File: src/rtl/bls_serial_sub_ctrl_if.sv
// Request/result and shared-subtractor signals of the serial subtractor sequencer.
// The slave view is the sequencer; the master view is the requester plus the 4-bit subtractor.
interface bls_serial_sub_ctrl_if #(
  parameter int NIBBLES = 4
) ();
  localparam int W = 4 * NIBBLES;

  logic         start;
  logic [W-1:0] a;
  logic [W-1:0] b;
  logic         bin;
  logic         busy;
  logic         done;
  logic [W-1:0] diff;
  logic         bout;
  logic         zero;
  logic [3:0]   nib_x;
  logic [3:0]   nib_y;
  logic         nib_bin;
  logic [3:0]   nib_diff;
  logic         nib_bout;

  modport slave (
    input  start, a, b, bin, nib_diff, nib_bout,
    output busy, done, diff, bout, zero, nib_x, nib_y, nib_bin
  );

  modport master (
    output start, a, b, bin, nib_diff, nib_bout,
    input  busy, done, diff, bout, zero, nib_x, nib_y, nib_bin
  );
endinterface

File: src/rtl/bls_serial_sub_ctrl.sv
// Multi-precision unsigned subtract A - B - Bin, one nibble per clock through a
// shared external 4-bit borrow-lookahead subtractor, LS nibble first.
module bls_serial_sub_ctrl #(
  parameter int NIBBLES = 4,
  parameter int IDXW    = 4
) (
  input logic                    clk,
  input logic                    rst_n,
  bls_serial_sub_ctrl_if.slave   bus
);
  localparam int W = 4 * NIBBLES;

  typedef enum logic [1:0] {IDLE, RUN, DONE} state_t;

  state_t          state;
  state_t          state_nxt;
  logic [IDXW-1:0] idx;
  logic [W-1:0]    a_reg;
  logic [W-1:0]    b_reg;
  logic [W-1:0]    diff_work;
  logic [W-1:0]    diff_reg;
  logic [W-1:0]    diff_commit;
  logic            borrow_reg;
  logic            bout_reg;
  logic            zero_reg;
  logic            last;

  assign last        = (idx == IDXW'(NIBBLES - 1));
  // The final nibble comes straight from the subtractor; lower nibbles are already in diff_work.
  assign diff_commit = {bus.nib_diff, diff_work[W-5:0]};

  assign bus.diff = diff_reg;
  assign bus.bout = bout_reg;
  assign bus.zero = zero_reg;

  always_ff @(posedge clk or negedge rst_n) begin
    if (!rst_n) state <= IDLE;
    else        state <= state_nxt;
  end

  always_comb begin
    state_nxt   = state;
    bus.busy    = 1'b0;
    bus.done    = 1'b0;
    bus.nib_x   = 4'd0;
    bus.nib_y   = 4'd0;
    bus.nib_bin = 1'b0;
    case (state)
      IDLE: if (bus.start) state_nxt = RUN;
      RUN: begin
        bus.busy    = 1'b1;
        bus.nib_x   = a_reg[{idx, 2'b00} +: 4];
        bus.nib_y   = b_reg[{idx, 2'b00} +: 4];
        bus.nib_bin = borrow_reg;
        if (last) state_nxt = DONE;
      end
      DONE: begin
        bus.done  = 1'b1;
        state_nxt = IDLE;
      end
      default: state_nxt = IDLE;
    endcase
  end

  always_ff @(posedge clk or negedge rst_n) begin
    if (!rst_n) begin
      idx        <= '0;
      a_reg      <= '0;
      b_reg      <= '0;
      diff_work  <= '0;
      diff_reg   <= '0;
      borrow_reg <= 1'b0;
      bout_reg   <= 1'b0;
      zero_reg   <= 1'b0;
    end else begin
      case (state)
        IDLE: begin
          if (bus.start) begin
            a_reg      <= bus.a;
            b_reg      <= bus.b;
            borrow_reg <= bus.bin;
            idx        <= '0;
          end
        end
        RUN: begin
          diff_work[{idx, 2'b00} +: 4] <= bus.nib_diff;
          borrow_reg                   <= bus.nib_bout;
          // Results are held between operations and only replaced at the last nibble.
          if (last) begin
            diff_reg <= diff_commit;
            bout_reg <= bus.nib_bout;
            zero_reg <= (diff_commit == '0);
          end else begin
            idx <= idx + 1'b1;
          end
        end
        default: ;
      endcase
    end
  end
endmodule

File: src/flat_wrapper.sv
// flat-port wrapper written by rule: the top's interface ports become plain ports
module bls_serial_sub_ctrl_flat 
#(
  parameter int NIBBLES = 4,
  parameter int IDXW    = 4
)
  (clk, rst_n, bus_start, bus_a, bus_b, bus_bin, bus_nib_diff, bus_nib_bout, bus_busy, bus_done, bus_diff, bus_bout, bus_zero, bus_nib_x, bus_nib_y, bus_nib_bin);
  bls_serial_sub_ctrl_if #(.NIBBLES(NIBBLES)) bus_i ();
  input logic clk;
  input logic rst_n;
  input wire logic [$bits(bus_i.start)-1:0] bus_start;
  input wire logic [$bits(bus_i.a)-1:0] bus_a;
  input wire logic [$bits(bus_i.b)-1:0] bus_b;
  input wire logic [$bits(bus_i.bin)-1:0] bus_bin;
  input wire logic [$bits(bus_i.nib_diff)-1:0] bus_nib_diff;
  input wire logic [$bits(bus_i.nib_bout)-1:0] bus_nib_bout;
  output wire logic [$bits(bus_i.busy)-1:0] bus_busy;
  output wire logic [$bits(bus_i.done)-1:0] bus_done;
  output wire logic [$bits(bus_i.diff)-1:0] bus_diff;
  output wire logic [$bits(bus_i.bout)-1:0] bus_bout;
  output wire logic [$bits(bus_i.zero)-1:0] bus_zero;
  output wire logic [$bits(bus_i.nib_x)-1:0] bus_nib_x;
  output wire logic [$bits(bus_i.nib_y)-1:0] bus_nib_y;
  output wire logic [$bits(bus_i.nib_bin)-1:0] bus_nib_bin;
  assign bus_i.start = bus_start;
  assign bus_i.a = bus_a;
  assign bus_i.b = bus_b;
  assign bus_i.bin = bus_bin;
  assign bus_i.nib_diff = bus_nib_diff;
  assign bus_i.nib_bout = bus_nib_bout;
  assign bus_busy = bus_i.busy;
  assign bus_done = bus_i.done;
  assign bus_diff = bus_i.diff;
  assign bus_bout = bus_i.bout;
  assign bus_zero = bus_i.zero;
  assign bus_nib_x = bus_i.nib_x;
  assign bus_nib_y = bus_i.nib_y;
  assign bus_nib_bin = bus_i.nib_bin;
  bls_serial_sub_ctrl #(.NIBBLES(NIBBLES), .IDXW(IDXW)) u_core (.clk(clk), .rst_n(rst_n), .bus(bus_i));
endmodule
File: config.mk
export PLATFORM = sky130hd
export DESIGN_NAME = bls_serial_sub_ctrl_flat
export DESIGN_NICKNAME = d
export VERILOG_FILES = /design/src/rtl/bls_serial_sub_ctrl_if.sv /design/src/rtl/bls_serial_sub_ctrl.sv /design/src/flat_wrapper.sv
export SDC_FILE = /design/constraint.sdc
export NUM_CORES = 1
export LEC_CHECK = 0
export ABC_AREA = 1
export CAP_MARGIN = 15
export CORE_UTILIZATION = 25
export DETAILED_ROUTE_END_ITERATION = 16
export GPL_TIMING_DRIVEN = 0
export PLACE_DENSITY = 0.48
export SLEW_MARGIN = 20
export SYNTH_ARGS = -nofsm -noshare
export SYNTH_HDL_FRONTEND = slang
export SYNTH_SLANG_ARGS = --single-unit
File: constraint.sdc
create_clock -name clk -period 2.2 [get_ports clk]
set_input_delay 0.33 -clock clk [delete_from_list [all_inputs] [get_ports clk]]
set_output_delay 0.33 -clock clk [all_outputs]
set_load 0.02 [all_outputs]
==> flow_summary.rst <==
.. list-table::
   :header-rows: 1

   * - Metric
     - Value
   * - Critical Path AT
     - 1.78 ns
   * - Static power due to leakage
     - roughly 2.2 nW
   * - Commonest non-fill, non-tap cell in the layout
     - sky130_fd_sc_hd__nand2_1
   * - Number of buffers on the longest clock path
     - 2
   * - Largest net degree at the start of global routing
     - 38
   * - Clock H-tree levels
     - 3
   * - Worst path slowest cell
     - sky130_fd_sc_hd__dfrtp_1
   * - Fin Hold WS
     - approximately 0.47 ns
   * - Post-layout min period
     - 2.111 ns
   * - Worst skew pair latency
     - 0.33 ns
   * - Total number of yosys warnings
     - 0
   * - First-pass GRT wire length
     - 13.76 mm
   * - Category of cells accounting for the largest share of critical-path delay
     - buffers and inverters
   * - Cell area after synthesis
     - 0.003264 mm²
   * - Element type at the critical path end
     - output port
   * - Worst hold path class
     - reg -> reg
   * - Worst VDD drop
     - ~0.50 mV
   * - Final hold violation count
     - 0
   * - Req. time, crit path
     - 1.87 ns
   * - Diodes inserted
     - 0
   * - Share of the cycle needed by the critical path after routing
     - 95.93%
   * - Placeable core region
     - between 0.01 and 0.015 mm²
   * - CTS Root Cell
     - sky130_fd_sc_hd__clkbuf_16
   * - Post-Syn Instances
     - 403
   * - End-of-flow core utilization
     - 35.09%
   * - Share of cells above drive strength 1
     - 14.34%
   * - Final net count
     - 528
   * - Max-capacitance violation count
     - 0
   * - Total routing resource utilization after global routing
     - 13.40%
   * - Critical setup path kind
     - reg -> out
   * - Post-detail-place hpwl
     - 5.914 mm
   * - Power density over the cells
     - 1465 mW/mm²
   * - Final-report setup violation count
     - 0
   * - Worst-case reg-to-reg path depth
     - 10
   * - GRT overflow
     - 0
   * - Clock sink count
     - 69
   * - Leading cell types in the layout, fill and taps excluded
     - 153 x sky130_fd_sc_hd__nand2_1, 69 x sky130_fd_sc_hd__dfrtp_1, 60 x sky130_fd_sc_hd__clkdlybuf4s50_1, 54 x sky130_fd_sc_hd__nor2_1
   * - Final weighted congestion in routability-driven placement
     - 0.7804
   * - Slowest Stage Delay on Critical Path
     - around 0.4 ns
   * - Buffers & Inverters on Critical Path
     - 4
   * - Final-report max-slew violation count
     - 0
   * - Kind of start point of the critical path
     - register
   * - Cell count along the critical path
     - 7
   * - Number of core rows
     - 41
   * - Number of DRC violations after detailed routing
     - 0
   * - Clock tree from TritonCTS
     - done
   * - Net count after synthesis
     - about 450
   * - Area growth syn-to-layout
     - 36.22%
   * - WHS Path Cells
     - 2
   * - Chip Height
     - around 120 µm
   * - Antenna violations before repair
     - 0
   * - I/O Pins
     - 70
   * - Via count of the first global-routing pass
     - between 2000 and 3000
   * - DRT Wirelength
     - slightly above 8 mm
   * - Number of storage elements in the synthesis netlist
     - 69
   * - Post-CTS clock slew at the launch and capture registers of the worst setup and hold paths
     - 0.05 ns
   * - Average wire per cell in the routed design
     - 12.26 µm
   * - Measured slew at the worst slew-check pin
     - around 0.50 ns
   * - First drt pass iteration count
     - 5
   * - Total Die Area
     - between 0.01 and 0.015 mm²
   * - Count of vias placed by the detailed router
     - ~2800
   * - Placed Instance Area
     - 0.004188 mm²
   * - Total clock buffers created by CTS
     - 9
   * - Critical-path cell list
     - buf_6 > inv_1 > buf_2 > nor2_1 > o21ai_0 > a21oi_1 > clkdlybuf4s15_2
   * - Slew Limit Headroom
     - 66.47%
   * - Run status
     - finished clean
   * - Max Fanout on Critical Path
     - 10
   * - Average vias per placed instance
     - between 4 and 5
   * - Average instance area after synthesis
     - about 8 µm²
   * - Proportion of synthesized chip area in sequential cells
     - between 50 and 60%
   * - Setup Skew
     - 0.004531 ns
   * - Effective utilization at floorplan
     - roughly 26%
   * - Antenna violation net count after detailed routing
     - 0
   * - Number of distinct standard cells referenced by the synthesized netlist
     - 25
   * - Count of routing violations after the opening detailed-route iteration
     - roughly 130
   * - Port buffer count
     - 69
   * - Finished Cell Area
     - about 0.0044 mm²
   * - Die width
     - 116.3 µm
   * - FMAX
     - 473.8 MHz
[per-layer routing]
layer | global-route usage, % | vias up | wire [µm]
li1 | - | 1431 | -
met4 | 3.333 | 0 | 59
met5 | 0 | - | 0
met3 | 3.840 | 7 | 406
met1 | 16.68 | 1278 | 3796
met2 | 22.76 | 66 | 3831
[path summary, 6_finish.rpt]
kind                                startpoint                  end  slack [ns]
max                              u_core.idx[1]         bus_nib_x[3]        0.09
min                        u_core.diff_work[5]  u_core.diff_work[5]        0.47
max reg2reg                      u_core.idx[1]  u_core.diff_work[8]        0.30
min reg2reg                u_core.diff_work[5]  u_core.diff_work[5]        0.47
max in group asynchronous                rst_n      u_core.a_reg[6]        1.13
min in group asynchronous                rst_n   u_core.bus.diff[2]        0.52
[report_power, final]
group | switching, mW | total [mW] | internal, mW | leakage (nW)
Sequential | 0.324 | 2.15 | 1.83 | 0.873
Combinational | 1.88 | 3.05 | 1.16 | 1.15
Clock | 0.508 | 1.32 | 0.807 | 0.134
Total | 2.72 | 6.51 | 3.80 | 2.16
[through the flow]
step                      power, mW  setup TNS [ns]  worst slack, ns  instances
after global placement        5.296         -114.13           -1.650        644
final                         6.513               0          0.08950        660
after floorplan               4.141               0           0.5073        403
after global routing          7.094        -0.02142         -0.01167        660
after CTS                     6.667               0        0.0008580        660
after detailed placement      5.328         -0.5454          -0.1050        645
[final cells by class]
type / instances / area [µm²]
inverters: 28 / 105.1
flip-flops and latches: 69 / 1727
well taps: 172 / 215.2
plain buffers: 15 / 102.6
clock inverters: 2 / 10.01
multi-input cells: 291 / 1344
repair buffers: 71 / 686.9
clock buffers: 12 / 256.5
fillers: 1381 / 8224
[cell families (layout without fill, tap and decap cells)]
logic type	after synthesis	count (layout)	synth area share, %
AOI/OAI and AO/OA	54	54	10.20
and+or+nand+nor	233	233	29.59
xor gates and xnor gates	2	2	0.5367
DFF	69	69	52.89
adders and majority gates	2	2	0.7665
buffers and inverters	43	128	6.018
[Yosys cell counts]
cell type / n / area [µm²]
sky130_fd_sc_hd__a21oi_1: 8 / 40.04
sky130_fd_sc_hd__a31oi_1: 2 / 12.51
sky130_fd_sc_hd__and2_4: 1 / 8.760
sky130_fd_sc_hd__buf_2: 10 / 50.05
sky130_fd_sc_hd__buf_6: 3 / 33.78
sky130_fd_sc_hd__clkbuf_1: 2 / 7.510
sky130_fd_sc_hd__dfrtp_1: 69 / 1727
sky130_fd_sc_hd__ha_1: 2 / 25.02
sky130_fd_sc_hd__inv_1: 24 / 90.09
sky130_fd_sc_hd__inv_2: 4 / 15.01
sky130_fd_sc_hd__nand2_1: 154 / 578.1
sky130_fd_sc_hd__nand2_2: 1 / 6.260
sky130_fd_sc_hd__nand2_4: 2 / 22.52
sky130_fd_sc_hd__nand3_1: 10 / 50.05
sky130_fd_sc_hd__nand3_2: 1 / 10.01
sky130_fd_sc_hd__nand4_1: 4 / 25.02
sky130_fd_sc_hd__nand4_2: 1 / 12.51
sky130_fd_sc_hd__nor2_1: 54 / 202.7
sky130_fd_sc_hd__nor2_2: 3 / 18.77
sky130_fd_sc_hd__nor2_4: 1 / 11.26
sky130_fd_sc_hd__nor2_8: 1 / 20.02
sky130_fd_sc_hd__o21ai_0: 24 / 120.1
sky130_fd_sc_hd__o21ai_1: 4 / 20.02
sky130_fd_sc_hd__o21ai_2: 16 / 140.1
sky130_fd_sc_hd__xor2_1: 2 / 17.52
[worst register-to-register path: cells and delay by family (launching register included)]
family / cells / cell delay (ns)
adder cells (fa/ha/maj): 1 / 0.31
flip-flops: 1 / 0.39
buffers and inverters: 4 / 0.47
AND/OR/NAND/NOR: 5 / 0.66
[timing repair]
| item | 4_1_cts | 5_1_grt |
|---|---|---|
| pin swaps | 0 | 2 |
| setup endpoints to repair | 8 | 8 |
| hold buffers | 1 | 0 |
| buffers inserted | 0 | 0 |
| gates resized for setup | 26 | 10 |
| endpoints found under the hold margin | 36 | 0 |
No activity file was read; power rests on OpenSTA's default activity.
